## src/rtl/fsm_cfg_master_if.sv

```systemverilog
// rtl/fsm_cfg_master_if.sv - link between the configuration master and the FIFO-status fsm
//
// Master side drives:  init, afMFs/aeMFs (3b), afVCs/aeVCs (4b), afDs/aeDs (3b)
// Slave side drives:   error_out_cond (5b), active_out_cond, idle_out_cond
interface fsm_cfg_master_if;
  logic       init;
  logic [2:0] afMFs;
  logic [2:0] aeMFs;
  logic [3:0] afVCs;
  logic [3:0] aeVCs;
  logic [2:0] afDs;
  logic [2:0] aeDs;
  logic [4:0] error_out_cond;
  logic       active_out_cond;
  logic       idle_out_cond;

  modport master (
    output init, afMFs, aeMFs, afVCs, aeVCs, afDs, aeDs,
    input  error_out_cond, active_out_cond, idle_out_cond
  );

  modport slave (
    input  init, afMFs, aeMFs, afVCs, aeVCs, afDs, aeDs,
    output error_out_cond, active_out_cond, idle_out_cond
  );
endinterface

```

## src/rtl/fsm_cfg_master.sv

```systemverilog
// rtl/fsm_cfg_master.sv - validates/loads fsm thresholds, sequences init, monitors fsm faults
//
// Optional feature macro: FSMCFG_TIMEOUT_EN (S_WAIT timeout -> fault with code 5'b11111)
//
// Ports:
//   clk, reset               clock, synchronous active-high reset
//   start                    request (re)configuration (S_IDLE / S_RUN)
//   clear                    leave S_FAULT
//   cfg_af*/cfg_ae*          requested thresholds (MF 3b, VC 4b, D 3b)
//   fsm                      master modport: init + thresholds out, error/active/idle in
//   busy                     high in S_LOAD, S_INIT, S_WAIT
//   cfg_done                 1-cycle pulse on entry to S_RUN
//   cfg_err                  1-cycle pulse when a start is rejected
//   error_flag               high while in S_FAULT
//   error_code               captured error vector (5'b11111 = wait timeout)
//   error_count              saturating fault count since reset
module fsm_cfg_master #(
  parameter int INIT_CYCLES = 4
`ifdef FSMCFG_TIMEOUT_EN
  , parameter int TIMEOUT = 255
`endif
) (
  input  logic                  clk,
  input  logic                  reset,
  input  logic                  start,
  input  logic                  clear,
  input  logic [2:0]            cfg_afMF,
  input  logic [2:0]            cfg_aeMF,
  input  logic [3:0]            cfg_afVC,
  input  logic [3:0]            cfg_aeVC,
  input  logic [2:0]            cfg_afD,
  input  logic [2:0]            cfg_aeD,
  fsm_cfg_master_if.master      fsm,
  output logic                  busy,
  output logic                  cfg_done,
  output logic                  cfg_err,
  output logic                  error_flag,
  output logic [4:0]            error_code,
  output logic [7:0]            error_count
);

  typedef enum logic [2:0] {S_IDLE, S_LOAD, S_INIT, S_WAIT, S_RUN, S_FAULT} state_t;

  localparam logic [7:0] INIT_LAST = 8'(INIT_CYCLES - 1);

  state_t     state;
  logic [7:0] init_cnt;
  logic       cfg_ok;
  logic       fsm_err;
  logic [7:0] count_next;

`ifdef FSMCFG_TIMEOUT_EN
  localparam logic [7:0] TIMEOUT_LAST = 8'(TIMEOUT - 1);
  logic [7:0] wait_cnt;
`endif

  // Each almost-empty threshold must sit strictly below its almost-full partner.
  assign cfg_ok     = (cfg_aeMF < cfg_afMF) && (cfg_aeVC < cfg_afVC) && (cfg_aeD < cfg_afD);
  assign fsm_err    = |fsm.error_out_cond;
  assign count_next = (error_count == 8'hFF) ? error_count : error_count + 8'd1;

  always_ff @(posedge clk) begin
    if (reset) begin
      state       <= S_IDLE;
      init_cnt    <= 8'd0;
      fsm.init    <= 1'b0;
      fsm.afMFs   <= 3'd0;
      fsm.aeMFs   <= 3'd0;
      fsm.afVCs   <= 4'd0;
      fsm.aeVCs   <= 4'd0;
      fsm.afDs    <= 3'd0;
      fsm.aeDs    <= 3'd0;
      busy        <= 1'b0;
      cfg_done    <= 1'b0;
      cfg_err     <= 1'b0;
      error_flag  <= 1'b0;
      error_code  <= 5'd0;
      error_count <= 8'd0;
`ifdef FSMCFG_TIMEOUT_EN
      wait_cnt    <= 8'd0;
`endif
    end else begin
      cfg_done <= 1'b0;
      cfg_err  <= 1'b0;
      case (state)
        S_IDLE: begin
          if (start) begin
            if (cfg_ok) begin
              state <= S_LOAD;
              busy  <= 1'b1;
            end else begin
              cfg_err <= 1'b1;
            end
          end
        end
        S_LOAD: begin
          fsm.afMFs <= cfg_afMF;
          fsm.aeMFs <= cfg_aeMF;
          fsm.afVCs <= cfg_afVC;
          fsm.aeVCs <= cfg_aeVC;
          fsm.afDs  <= cfg_afD;
          fsm.aeDs  <= cfg_aeD;
          fsm.init  <= 1'b1;
          init_cnt  <= 8'd0;
          state     <= S_INIT;
        end
        S_INIT: begin
          if (init_cnt == INIT_LAST) begin
            fsm.init <= 1'b0;
            state    <= S_WAIT;
`ifdef FSMCFG_TIMEOUT_EN
            wait_cnt <= 8'd0;
`endif
          end else begin
            init_cnt <= init_cnt + 8'd1;
          end
        end
        S_WAIT: begin
          // An error reported alongside idle/active takes priority.
          if (fsm_err) begin
            state       <= S_FAULT;
            busy        <= 1'b0;
            error_flag  <= 1'b1;
            error_code  <= fsm.error_out_cond;
            error_count <= count_next;
          end else if (fsm.idle_out_cond || fsm.active_out_cond) begin
            state    <= S_RUN;
            busy     <= 1'b0;
            cfg_done <= 1'b1;
          end
`ifdef FSMCFG_TIMEOUT_EN
          else if (wait_cnt == TIMEOUT_LAST) begin
            state       <= S_FAULT;
            busy        <= 1'b0;
            error_flag  <= 1'b1;
            error_code  <= 5'b11111;
            error_count <= count_next;
          end else begin
            wait_cnt <= wait_cnt + 8'd1;
          end
`endif
        end
        S_RUN: begin
          if (fsm_err) begin
            state       <= S_FAULT;
            error_flag  <= 1'b1;
            error_code  <= fsm.error_out_cond;
            error_count <= count_next;
          end else if (start) begin
            if (cfg_ok) begin
              state <= S_LOAD;
              busy  <= 1'b1;
            end else begin
              cfg_err <= 1'b1;
            end
          end
        end
        S_FAULT: begin
          // start is deliberately ignored here; only clear exits.
          if (clear) begin
            state      <= S_IDLE;
            error_flag <= 1'b0;
          end
        end
        default: begin
          state    <= S_IDLE;
          fsm.init <= 1'b0;
          busy     <= 1'b0;
        end
      endcase
    end
  end

endmodule

```

## src/flat_wrapper.sv

```systemverilog
// flat-port wrapper written by rule: the top's interface ports become plain ports
module fsm_cfg_master_flat 
#(
  parameter int INIT_CYCLES = 4

)
  (clk, reset, start, clear, cfg_afMF, cfg_aeMF, cfg_afVC, cfg_aeVC, cfg_afD, cfg_aeD, busy, cfg_done, cfg_err, error_flag, error_code, error_count, fsm_init, fsm_afMFs, fsm_aeMFs, fsm_afVCs, fsm_aeVCs, fsm_afDs, fsm_aeDs, fsm_error_out_cond, fsm_active_out_cond, fsm_idle_out_cond);
  fsm_cfg_master_if fsm_i ();
  input  logic clk;
  input  logic reset;
  input  logic start;
  input  logic clear;
  input  logic [2:0] cfg_afMF;
  input  logic [2:0] cfg_aeMF;
  input  logic [3:0] cfg_afVC;
  input  logic [3:0] cfg_aeVC;
  input  logic [2:0] cfg_afD;
  input  logic [2:0] cfg_aeD;
  output logic busy;
  output logic cfg_done;
  output logic cfg_err;
  output logic error_flag;
  output logic [4:0] error_code;
  output logic [7:0] error_count;
  output wire logic [$bits(fsm_i.init)-1:0] fsm_init;
  output wire logic [$bits(fsm_i.afMFs)-1:0] fsm_afMFs;
  output wire logic [$bits(fsm_i.aeMFs)-1:0] fsm_aeMFs;
  output wire logic [$bits(fsm_i.afVCs)-1:0] fsm_afVCs;
  output wire logic [$bits(fsm_i.aeVCs)-1:0] fsm_aeVCs;
  output wire logic [$bits(fsm_i.afDs)-1:0] fsm_afDs;
  output wire logic [$bits(fsm_i.aeDs)-1:0] fsm_aeDs;
  input wire logic [$bits(fsm_i.error_out_cond)-1:0] fsm_error_out_cond;
  input wire logic [$bits(fsm_i.active_out_cond)-1:0] fsm_active_out_cond;
  input wire logic [$bits(fsm_i.idle_out_cond)-1:0] fsm_idle_out_cond;
  assign fsm_init = fsm_i.init;
  assign fsm_afMFs = fsm_i.afMFs;
  assign fsm_aeMFs = fsm_i.aeMFs;
  assign fsm_afVCs = fsm_i.afVCs;
  assign fsm_aeVCs = fsm_i.aeVCs;
  assign fsm_afDs = fsm_i.afDs;
  assign fsm_aeDs = fsm_i.aeDs;
  assign fsm_i.error_out_cond = fsm_error_out_cond;
  assign fsm_i.active_out_cond = fsm_active_out_cond;
  assign fsm_i.idle_out_cond = fsm_idle_out_cond;
  fsm_cfg_master #(.INIT_CYCLES(INIT_CYCLES)) u_core (.clk(clk), .reset(reset), .start(start), .clear(clear), .cfg_afMF(cfg_afMF), .cfg_aeMF(cfg_aeMF), .cfg_afVC(cfg_afVC), .cfg_aeVC(cfg_aeVC), .cfg_afD(cfg_afD), .cfg_aeD(cfg_aeD), .fsm(fsm_i), .busy(busy), .cfg_done(cfg_done), .cfg_err(cfg_err), .error_flag(error_flag), .error_code(error_code), .error_count(error_count));
endmodule
```

## config.mk

```make
export PLATFORM = sky130hd
export DESIGN_NAME = fsm_cfg_master_flat
export DESIGN_NICKNAME = d
export VERILOG_FILES = /design/src/rtl/fsm_cfg_master_if.sv /design/src/rtl/fsm_cfg_master.sv /design/src/flat_wrapper.sv
export SDC_FILE = /design/constraint.sdc
export NUM_CORES = 1
export LEC_CHECK = 0
export ABC_CLOCK_PERIOD_IN_PS = 2600
export CAP_MARGIN = 20
export CORE_UTILIZATION = 48
export CTS_BUF_LIST = sky130_fd_sc_hd__clkbuf_2 sky130_fd_sc_hd__clkbuf_4 sky130_fd_sc_hd__clkbuf_8
export DETAILED_ROUTE_END_ITERATION = 16
export PLACE_DENSITY = 0.81
export SLEW_MARGIN = 20
export SYNTH_ARGS = -nofsm -noshare
export SYNTH_HDL_FRONTEND = slang
export SYNTH_SLANG_ARGS = --single-unit
```

## constraint.sdc

```tcl
create_clock -name clk -period 2.6 [get_ports clk]
set_input_delay 0.39 -clock clk [delete_from_list [all_inputs] [get_ports clk]]
set_output_delay 0.39 -clock clk [all_outputs]
set_load 0.01 [all_outputs]
```

==> results of run 1 <==
## state kept, by name, indices dropped and copies added, names as in the netlist, 3 cells and up
| signal | cells |
|---|---|
| u_core.error_code | 5 |
| u_core.fsm.aeDs | 3 |
| u_core.fsm.afMFs | 3 |
| u_core.fsm.aeMFs | 3 |
| u_core.error_count | 8 |
| u_core.state | 3 |
| u_core.fsm.afVCs | 4 |
| u_core.init_cnt | 8 |
| u_core.fsm.aeVCs | 4 |
| u_core.fsm.afDs | 3 |
## stage by stage
| stage | hold WS (ns) | TNS [ns] | utilization [%] | area [um2] |
|---|---|---|---|---|
| final | 0.4565 | 0 | 69.21 | 3097 |
| after global routing | 0.4728 | 0 | 69.21 | 3097 |
| after CTS | 0.4584 | 0 | 69.21 | 3097 |
| after detailed placement | 0.4453 | -0.1215 | 67.20 | 3007 |
| after global placement | 0.4414 | 0 | 67.20 | 3007 |
| after floorplan | 0.4647 | 0 | - | 2300 |
## critical path, stage by stage
cell	delay, ns
clkdlybuf4s50_1	0.48
inv_1	0.05
ha_1	0.31
a2111oi_0	0.39
o21ai_1	0.11
a311oi_1	0.26
buf_4	0.19
a31oi_1	0.09
o41ai_2	0.29
## metal layers
metal / GRT usage [%] / routed length [um] / vias to the layer above / part of all wire, %
met3: 6.610 / 300 / 6 / 5.6
met2: 36.61 / 2566 / 55 / 48
met5: 0 / 0 / - / 0
met1: 26.07 / 2386 / 996 / 45
li1: - / - / 1077 / -
met4: 8.889 / 80 / 0 / 1.5
## kinds of logic after synthesis
kind of cell | count (synthesis) | share of synthesized area [%]
simple gates | 121 | 24.59
fa+ha+maj | 9 | 4.897
flops | 49 | 42.66
xor+xnor | 13 | 4.951
buf+inv | 21 | 5.168
compound gates | 59 | 17.74
## worst max path at each step
stage / slack (ns) / cells past startpoint / end
finish: 0.26 / 9 / u_core.state[0]
global route: 0.15 / 9 / u_core.busy
CTS: 0.22 / 9 / u_core.state[0]
detailed placement: -0.1 / 9 / u_core.state[0]
global placement: 0.01 / 9 / u_core.state[0]
floorplan: 0.61 / 5 / u_core.state[0]
## layout make-up
| type | count | area, um2 |
|---|---|---|
| clock buffer | 5 | 68.82 |
| clock inverter | 3 | 21.27 |
| fill | 370 | 1378 |
| inverter | 8 | 30.03 |
| multi-input combinational | 202 | 1200 |
| sequential | 49 | 980.9 |
| tap | 52 | 65.06 |
| timing repair buffer | 73 | 730.7 |
## layout by cell type, fill, tap and decap left out, types with 6 or more instances in the layout
master	Yosys	final
nor2_1	35	35
a21oi_1	24	24
o21ai_0	6	6
inv_1	8	8
dfxtp_1	49	49
clkdlybuf4s50_1	0	68
xnor2_1	10	10
nor3b_1	6	6
nand2_1	51	51
ha_1	9	9
## where the power goes
part           total, uW  switching (uW)  internal, uW
Combinational        883             460           424
Clock                463             272           191
Sequential           985             110           875
Total               2330             842          1490
==> flow_summary.toml, run 1 <==
[worst_hold_path]
min_to = "u_core.fsm.afVCs[1]"
hold_start = "u_core.fsm.afVCs[1]"
hold_path.class = "register to register"
whs_path_depth = 2

[clocking]
cts_tree = "built"
cts_hold_buf = 0
cts_root_buf = "clkbuf_8"
cts.path.max_buffers = 2
clkLatencyLatePin_ns = 0.31
post-cts-setup-buffers = 0
clkSinkCount = 49
htreeDepth = 2
cts_buffers = 5
clkTransAtPathRegs_ns = 0.09
cts_resized = 0

[synth]
synth-main-ff-cell = "dfxtp_1"
avgSynthCellArea_um2 = 8.455
yosys.area.top_type = "dfxtp_1"
ys_seq_elements = 49
synthTopCellsByCount = "nand2_1, dfxtp_1, nor2_1"
async_reset_ff_share_pct = 0
syn_inst = 272
yosys_warnings = 0
postSynthNetCount = 312
syn-cell-area_um2 = 2300
synth_cell_types = 45
synthTopCellsByArea = "dfxtp_1, nand2_1, nor2_1, a21oi_1, ha_1"
yosysSeqAreaShare_pct = 42.66
synth_edf_count = 0
synth_most_common_cell = "nand2_1"
yosys.area.top_type_share_pct = 42.66

[critical_path]
worstSetupStartpointType = "primary input"
cp-startpoint = "cfg_afVC[3]"
worstSetupPathType = "primary input to register"
crit_path_end_kind = "register"
reg2reg_to = "u_core.state[0]"
regToRegStartpoint = "u_core.init_cnt[0]"
path_max_fanout = 4
r2r_setup_slack_ns = 0.44
crit_arrival_ns = 2.56
worst_r2r_path_depth = 6
critPathRequiredTime_ns = 2.82

[cells_and_area]
diodes = 0
area_growth_pct = 34.66
drive_above_1_share_pct = 6.765
stdcell_count = 392
nets = 379

[pwr]
pwr_density_cell_nw_per_um2 = 753.0
p_leak_uw = 0.001111
power_uw = 2332
peakVddDrop_mv = 0.3995

[detailed_routing]
ant_nets = 0
drc_errors = 3
avgRoutedWirePerCell_um = 13.60
routed_wirelength_um = 5333
routed_via_density = 5.444
num_vias = 2134
firstDrtPassIters = 10
drtIter0Drc = 111

[global_routing]
grt_pass1_vias = 1898
grt_max_degree = 29
overflow = 0
grt_usage_pct = 21.81
grt_pass1_wl_um = 8638
antenna_found_initial = 0

[floorplanning]
initial_utilization_pct = 51.40
rows = 24
dieArea_um2 = 5072
die_w_um = 71.22
ios = 69
chipHeight_um = 71.22
core-area_um2 = 4474

[timing]
clock-skew-final_ns = 0.003233
tightest_slew_ns = 0.7062
relSlewSlack_pct = 52.77
post-route-period-util_pct = 90.00
finalHoldViolCount = 0
min_period_ns = 2.340
setup_viol = 0
rsz0062_at_grt = "false"
clock.fmax_mhz = 427.3
layout_setup_ws_ns = 0.2600
maxSlewViolCount = 0

[placement]
gp_congestion = 0.9144
io_buffers = 68
dp_slack_ns = -0.09745
post-dp-hpwl_um = 3934
placed_cells = 384

[flow_run]
max_cap_violations = 0

[outcome]
violations = "DRC"
status = "finished with violations"
Power figures use the tool's default switching activity.
==> run 2, diff against run 1 <==
--- a/config.mk
+++ b/config.mk
@@ -6,7 +6,7 @@
 export NUM_CORES = 1
 export LEC_CHECK = 0
 export ABC_CLOCK_PERIOD_IN_PS = 2600
-export CAP_MARGIN = 20
+export CORE_MARGIN = 2
 export CORE_UTILIZATION = 48
 export CTS_BUF_LIST = sky130_fd_sc_hd__clkbuf_2 sky130_fd_sc_hd__clkbuf_4 sky130_fd_sc_hd__clkbuf_8
 export DETAILED_ROUTE_END_ITERATION = 16
==> flow_summary.toml, run 2 (synthesis gave the netlist of run 1 again) <==
[timing]
min_period_ns = 2.334
rsz0062_at_grt = "false"
post-route-period-util_pct = 89.78
finalHoldViolCount = 0
tightest_slew_ns = 0.6907
relSlewSlack_pct = 53.79
worst_hold_slack_ns = 0.4563
layout_setup_ws_ns = 0.2658
clock.fmax_mhz = 428.4
maxSlewViolCount = 0
setup_viol = 0
clock-skew-final_ns = 0.002888

[worst_hold_path]
hold_path.class = "register to register"
hold_start = "u_core.fsm.afVCs[3]"

[cells_and_area]
stdcell_count = 394
final_common_cell = "clkdlybuf4s50_1"
largest_registers = "u_core.error_count x8, u_core.init_cnt x8, u_core.error_code x5"
multi_input_area_um2 = 1200
drive_above_1_share_pct = 6.765
diodes = 0
final_cell_mix = "clkdlybuf4s50_1, nand2_1, dfxtp_1"
fillCellCount = 401
regArea_um2 = 980.9
area_growth_pct = 36.83
nets = 379
final_core_util_pct = 67.52

[clocking]
clkSinkCount = 49
clkLatencyLatePin_ns = 0.30
cts_tree = "built"
post-cts-setup-buffers = 0
clkTransAtPathRegs_ns = 0.09
cts.path.max_buffers = 2
cts_hold_buf = 0
htreeDepth = 2
cts_resized = 0
cts_buffers = 5
cts_root_buf = "clkbuf_8"

[floorplanning]
ios = 69
die_w_um = 73.22
chipHeight_um = 73.22
dieArea_um2 = 5360
rows = 25
initial_utilization_pct = 49.34
core-area_um2 = 4661

[global_routing]
antenna_found_initial = 0
grt_pass1_wl_um = 8666
grt_max_degree = 33
grt_pass1_vias = 2011
grt_usage_pct = 20.40
overflow = 0

[critical_path]
crit_arrival_ns = 2.54
slowest_delay_ns = 0.49
crit_path_end_kind = "register"
crit_buf_inv = 3
regToRegStartpoint = "u_core.init_cnt[0]"
path_max_fanout = 4
cp-startpoint = "cfg_afVC[3]"
worstSetupPathType = "primary input to register"
worstSetupStartpointType = "primary input"
critPathRequiredTime_ns = 2.81
cp_slowest_cell = "clkdlybuf4s50_1"
critPathTopFamily = "compound AO/OA/AOI/OAI gates"
crit_chain = "clkdlybuf4s50_1 > inv_1 > ha_1 > a2111oi_0 > o21ai_1 > a311oi_1 > buf_4 > a31oi_1 > o41ai_2"

[detailed_routing]
routed_wirelength_um = 5368
drc_errors = 0
avgRoutedWirePerCell_um = 13.62
num_vias = 2097
ant_nets = 0
firstDrtPassIters = 5
drtIter0Drc = 104
routed_via_density = 5.322

[pwr]
p_leak_uw = 0.001135
pwr_density_cell_nw_per_um2 = 797.5
peakVddDrop_mv = 0.4716

[placement]
dp_slack_ns = -0.03416
placed_cells = 386
post-dp-hpwl_um = 3903
io_buffers = 68
gp_congestion = 0.9020

[flow_run]
max_cap_violations = 0

[outcome]
status = "finished, final reports clean"
[run 2: changes by cell type in the layout (fill, tap and decap cells not counted), sizes merged]
cell      before  now
clkinvlp       1    0
bufinv         0    2
clkinv         1    0
[run 2: cell type report]
type / count / share of cell area (%)
Multi-Input combinational cell: 202 / 38.13
Sequential cell: 49 / 31.17
Timing Repair Buffer: 73 / 23.22
Clock buffer: 5 / 2.187
Clock inverter: 3 / 2.187
Tap cell: 54 / 2.147
Inverter: 8 / 0.9543
[run 2: stage by stage]
stage / instance area, um2 / total power (uW) / setup TNS, ns
final: 3147 / 2510 / 0
after global routing: 3147 / 2660 / 0
after CTS: 3147 / 2530 / 0
after detailed placement: 3009 / 1880 / -0.03416
after global placement: 3009 / 1860 / 0
after floorplan: 2300 / 1519 / 0
[run 2: where the power goes]
group          internal, uW  switching (uW)
clock network           387             258
registers               875             112
logic                   424             454
total                  1690             824
[run 2: worst paths after layout]
path,endpoint,slack [ns],depth (start not counted)
max reg2reg,u_core.state[0],0.43,6
max,u_core.state[0],0.27,9
min,u_core.fsm.afVCs[3],0.46,2
min reg2reg,u_core.fsm.afVCs[3],0.46,2
[run 2: routing by layer]
metal  routed length, um  vias up  global-route usage (%)
li1                    -     1073                       -
met1                2340      945                   24.44
met2                2599       68                   35.74
met3                 310       11                   4.144
met4                 117        0                   7.613
met5                   0        -                       0
[run 2: worst register-to-register path, delay by kind of cell, from the launching register on]
kind,cells,cell delay (ns)
AO/OA/AOI/OAI,4,0.96
adder cells (fa/ha/maj),1,0.22
flip-flops,1,0.39
AND/OR/NAND/NOR,1,0.49
